===== config.mk =====
export PLATFORM = sky130hd
export DESIGN_NAME = ps2_key_ctrl
export DESIGN_NICKNAME = d
export VERILOG_FILES = /design/src/rtl/ps2_pkg.sv /design/src/rtl/ps2_key_ctrl.sv
export SDC_FILE = /design/constraint.sdc
export NUM_CORES = 1
export LEC_CHECK = 0
export BUFFER_PORTS_ARGS = -buffer_cell sky130_fd_sc_hd__buf_2
export CORE_ASPECT_RATIO = 1.2
export CORE_UTILIZATION = 27
export DETAILED_ROUTE_END_ITERATION = 7
export PLACE_DENSITY_LB_ADDON = 0.3
export SKIP_CTS_REPAIR_TIMING = 1
export SLEW_MARGIN = 20
export SYNTH_ARGS = -nofsm -noshare
export SYNTH_HDL_FRONTEND = slang
export SYNTH_SLANG_ARGS = --single-unit

===== constraint.sdc =====
create_clock -name clk -period 3.3 [get_ports clk]
set_clock_uncertainty 0.05 [all_clocks]
set_input_delay 0.495 -clock clk [delete_from_list [all_inputs] [get_ports clk]]
set_output_delay 0.495 -clock clk [all_outputs]
set_load 0.1 [all_outputs]

===== src/rtl/ps2_pkg.sv =====
// Shared scan-code constants, FSM encoding and default widths for the PS/2 key sequencer.
package ps2_pkg;

  localparam int DATA_WIDTH_DEF = 8;
  localparam int CNT_WIDTH_DEF  = 8;

  localparam logic [7:0] SC_BREAK = 8'hF0;
  localparam logic [7:0] SC_EXT   = 8'hE0;

  typedef enum logic [1:0] {
    IDLE = 2'd0,
    POP  = 2'd1,
    PROC = 2'd2
  } state_t;

  // F0 and E0 only modify how the following byte is interpreted.
  function automatic logic is_prefix(input logic [7:0] b);
    return (b == SC_BREAK) || (b == SC_EXT);
  endfunction

endpackage


===== src/rtl/ps2_key_ctrl.sv =====
// PS/2 scan-code sequencer: pops the receive FIFO, tracks make/break/E0 (E0 honoured only with PS2_EXT_KEY_EN).
// One byte per 3 cycles, key_press 3 cycles after ps2_ready; waits on ps2_ready, pops with a 1-cycle nextdata_n low.
module ps2_key_ctrl
  import ps2_pkg::*;
#(
  parameter int DATA_WIDTH = DATA_WIDTH_DEF,
  parameter int CNT_WIDTH  = CNT_WIDTH_DEF
) (
  input  logic                  clk,
  input  logic                  rstn,
  input  logic [DATA_WIDTH-1:0] ps2_data,
  input  logic                  ps2_ready,
  input  logic                  ps2_overflow,
  input  logic                  count_clr,
  output logic                  nextdata_n,
  output logic [DATA_WIDTH-1:0] key_code,
  output logic                  key_ext,
  output logic                  key_valid,
  output logic                  key_press,
  output logic [CNT_WIDTH-1:0]  press_count,
  output logic                  overflow_err
);

  state_t                state, state_nx;
  logic [DATA_WIDTH-1:0] byte_r, byte_nx;
  logic                  brk, brk_nx;
  logic                  ext, ext_nx;
  logic                  nextdata_n_nx;
  logic [DATA_WIDTH-1:0] key_code_nx;
  logic                  key_ext_nx;
  logic                  key_valid_nx;
  logic                  key_press_nx;
  logic [CNT_WIDTH-1:0]  press_count_nx;
  logic                  overflow_err_nx;
  logic                  cnt_inc;
  logic                  same_key;

  assign same_key = (byte_r == key_code) && (ext == key_ext);

  always_comb begin
    state_nx        = state;
    byte_nx         = byte_r;
    brk_nx          = brk;
    ext_nx          = ext;
    nextdata_n_nx   = 1'b1;
    key_code_nx     = key_code;
    key_ext_nx      = key_ext;
    key_valid_nx    = key_valid;
    key_press_nx    = 1'b0;
    overflow_err_nx = overflow_err | ps2_overflow;
    cnt_inc         = 1'b0;

    case (state)
      IDLE: begin
        if (ps2_ready) begin
          byte_nx       = ps2_data;
          nextdata_n_nx = 1'b0;
          state_nx      = POP;
        end
      end
      POP: begin
        state_nx = PROC;
      end
      PROC: begin
        state_nx = IDLE;
        if (byte_r == DATA_WIDTH'(SC_BREAK)) begin
          brk_nx = 1'b1;
        end else if (byte_r == DATA_WIDTH'(SC_EXT)) begin
`ifdef PS2_EXT_KEY_EN
          ext_nx = 1'b1;
`endif
        end else begin
          if (!brk) begin
            // A make for the key already held is typematic repeat, not a new press.
            if (!(key_valid && same_key)) begin
              key_code_nx  = byte_r;
              key_ext_nx   = ext;
              key_valid_nx = 1'b1;
              key_press_nx = 1'b1;
              cnt_inc      = 1'b1;
            end
          end else if (same_key) begin
            key_valid_nx = 1'b0;
          end
          brk_nx = 1'b0;
          ext_nx = 1'b0;
        end
      end
      default: state_nx = IDLE;
    endcase

    if (count_clr)
      press_count_nx = '0;
    else
      press_count_nx = press_count + {{(CNT_WIDTH-1){1'b0}}, cnt_inc};
  end

  always_ff @(posedge clk) begin
    if (rstn) begin
      state        <= IDLE;
      byte_r       <= '0;
      brk          <= 1'b0;
      ext          <= 1'b0;
      nextdata_n   <= 1'b1;
      key_code     <= '0;
      key_ext      <= 1'b0;
      key_valid    <= 1'b0;
      key_press    <= 1'b0;
      press_count  <= '0;
      overflow_err <= 1'b0;
    end else begin
      state        <= state_nx;
      byte_r       <= byte_nx;
      brk          <= brk_nx;
      ext          <= ext_nx;
      nextdata_n   <= nextdata_n_nx;
      key_code     <= key_code_nx;
      key_ext      <= key_ext_nx;
      key_valid    <= key_valid_nx;
      key_press    <= key_press_nx;
      press_count  <= press_count_nx;
      overflow_err <= overflow_err_nx;
    end
  end

endmodule


==> qor.csv <==
stage,metric,value,unit
sta,setup TNS,0,ns
setup_path,cell mode on critical path,ha_1,
global_route,Congestion Overflow GR,0,
floorplan,Chip Height,84.9,µm
clocking,Root Driver,clkbuf_8,
placement,Final HPWL DP,2340,µm
placement,IO Port Bufs,32,
floorplan,Core Area,5410,µm²
setup_path,beginning of the critical path,byte_r[0],
synth,top_reg_cell synth,dfxtp_1,
cells_and_area,Post-Layout Cell Count,267,
clocking,H-tree depth,2,
clocking,Worst-path clk slew,0.07,ns
clocking,worst-case clock buffer depth,2,
synth,count of cell types in the netlist,36,
sta,max-slew violation count,0,
sta,Least-Margin Pin Slew,0.656,ns
cells_and_area,P&R area growth vs syn,16.9,%
setup_path,Setup crit end,press_count[4],
outcome,failing checks,design-rule violations,
synth,Mean Syn Cell Area,8.79,µm²
setup_path,Reg2Reg Setup Slack,1.11,ns
sta,Fmax,456,MHz
routing,DR WL/cell,12.4,µm
synth,YS warnings,0,
setup_path,Critical Path AT,2.31,ns
placement,placed cell count,259,
synth,Post-synth EDFFs,0,
global_route,global-route wire length before repair,5820,µm
routing,Post-route DRC,2,
sta,final hold vios,0,
sta,RSZ-0062 raised after global routing,false,
setup_path,Worst R2R Path Depth,9,
cells_and_area,filler cell count,592,
sta,fin crit share,0.664,
synth,"Async S/R FF share, synth",0,
global_route,GRT Total Usage,0.123,
setup_path,crit path launch type,flip-flop,
synth,register bit total from synthesis,31,
floorplan,# IOs,34,
cells_and_area,"commonest non-fill, non-tap cell in the layout",buf_2,
sta,Final Critical Period,2.19,ns
setup_path,FF-to-FF End,press_count[4],
clocking,CTS tree,yes,
synth,post-synthesis sequential area ratio,0.401,
setup_path,RR Startpoint,byte_r[0],
setup_path,crit path max fanout,19,
floorplan,FP Rows,29,
cells_and_area,Nets,219,
routing,via count,1319,
cells_and_area,multi-input combinational cell area,843,µm²
routing,1st-iter DRT viols,26,
cells_and_area,n_diodes,0,
placement,Final GP Congestion,0.790,
floorplan,die area,6040,µm²
setup_path,Crit-path slowest cell,nor4_1,
setup_path,crit path cell chain,nor4_1 -> a211oi_2 -> buf_4 -> and2_2 -> ha_1 -> ha_1 -> nand3_1 -> xor2_1 -> nor2_1,
sta,Rel. slew slack,0.563,
cells_and_area,most frequent cells in the layout,"buf_2, dfxtp_1, nand2_1",
setup_path,Setup CP Type,reg -> reg,
setup_path,"slowest stage delay, CP",0.42,ns
synth,Syn Inst Count,176,
clocking,TritonCTS buffer count,5,
global_route,number of global-route vias before repair,1262,
run,maxcap violations,0,
cells_and_area,Register Area,621,µm²
routing,Total Wirelength,3300,µm
global_route,GR Layer Usage met3,0.0368,
clocking,CTS sink count,31,
cells_and_area,share of cells above drive strength 1,0.220,
placement,post-place instance area,1730,µm²
min_path,min-delay worst type,in -> reg,
sta,hold slack final,0.373,ns
routing,Pre-antenna DRT Iters,7,
floorplan,initial core utilization,0.286,
global_route,largest net degree at the start of global routing,39,
setup_path,crit path capture type,flip-flop,
cells_and_area,Finished Core Util,0.335,
clocking,Skew-Pair Late Insertion Delay,0.28,ns
global_route,initial antenna violation count,0,
synth,Syn Nets,191,
power_and_ir_drop,P_leak,0.687,nW
global_route,GRT met2 Usage,0.193,
global_route,met1 Use GR,0.151,
power_and_ir_drop,VDD IR max,226,µV
routing,antenna-violating nets left,0,
global_route,busiest layer in global routing,met2,
floorplan,Die X,71.1,µm
cells_and_area,final non-filler cell area,1810,µm²
power_and_ir_drop,PD cells,454,nW/µm²
routing,Via density,4.94,
synth,post-synth design cell area,1550,µm²
sta,final setup vio count,0,
setup_path,Critical Path RT,3.42,ns
outcome,outcome,"complete, but fails checks",
[stage by stage]
step           power (mW)  worst slack (ns)
6_report            0.821              1.11
4_1_cts             0.834              1.10
3_3_place_gp        0.545              1.12
2_1_floorplan       0.517             0.622
5_1_grt             0.866             0.909
3_5_place_dp        0.545              1.11
[how the worst min path moves through the flow]
| stage | slack (ns) | cells after the start | endpoint | start |
|---|---|---|---|---|
| floorplan | 0.39 | 2 | state[1] | state[0] |
| detailed placement | 0.41 | 2 | overflow_err | overflow_err |
| finish | 0.37 | 3 | overflow_err | ps2_overflow |
| global placement | 0.39 | 2 | overflow_err | overflow_err |
| global route | 0.37 | 3 | overflow_err | ps2_overflow |
| CTS | 0.37 | 3 | overflow_err | ps2_overflow |
[cell usage after synthesis, types with 2 or more instances]
cell type   n  area (µm²)
dfxtp_1    31         621
nand2b_1    2        12.5
nor2b_1     8        50.1
nor3_1      2        10.0
buf_1       2        7.51
xnor2_1    10        87.6
a21oi_1     9        45.0
and3_1      2        12.5
nand3_1     5        25.0
ha_1        2        25.0
o21ai_0     9        45.0
o311ai_1    8        70.1
nor3b_1     8        60.1
xor2_1      4        35.0
nor2_1     12        45.0
buf_2       2        10.0
clkbuf_1    5        18.8
inv_1       4        15.0
and3_2      2        15.0
o2111ai_1   8        70.1
nand2_1    17        63.8
mux2i_1     8        80.1
and4_1      2        17.5
a31oi_1     2        12.5
[critical path: cells and delay by family, from the launching register on]
kind | cells | cell delay, ns
AO/OA/AOI/OAI | 1 | 0.12
AND/OR/NAND/NOR | 4 | 0.76
flip-flops | 1 | 0.35
adder cells (fa/ha/maj) | 2 | 0.40
XOR/XNOR | 1 | 0.15
buffers and inverters | 1 | 0.23
[power breakdown]
| part | leakage [nW] | switching, mW | total (mW) | internal [mW] |
|---|---|---|---|---|
| registers | 0.252 | 0.0166 | 0.403 | 0.387 |
| logic | 0.393 | 0.0977 | 0.133 | 0.0353 |
| clock network | 0.0422 | 0.137 | 0.285 | 0.148 |
| total | 0.687 | 0.251 | 0.821 | 0.569 |
[kinds of logic (layout without fill, tap and decap cells)]
group,after synthesis,count (layout),synth area share
adders and majority gates,2,2,0.0162
buffers and inverters,17,46,0.0574
xor gates and xnor gates,14,14,0.0792
muxes,8,8,0.0517
and+or+nand+nor,66,66,0.230
other,1,1,0.00242
DFF,31,31,0.401
AOI/OAI and AO/OA,37,37,0.162
[state kept, by name (all words and copies together), names as in the netlist]
register / count
overflow_err: 1
state: 2
press_count: 8
nextdata_n: 1
key_code: 8
key_valid: 1
byte_r: 8
key_press: 1
brk: 1
[layer usage]
layer / vias up / share of wire
met2: 32 / 0.45
li1: 678 / -
met5: - / 0
met4: 0 / 0.024
met1: 602 / 0.48
met3: 7 / 0.054
[final cells by class]
| type | instances | area share |
|---|---|---|
| Tap cell | 62 | 0.0429 |
| Sequential cell | 31 | 0.343 |
| Clock buffer | 7 | 0.0422 |
| Inverter | 5 | 0.0104 |
| Clock inverter | 1 | 0.00277 |
| Multi-Input combinational cell | 128 | 0.466 |
| Timing Repair Buffer | 33 | 0.0927 |
Power figures use the tool's default switching activity.
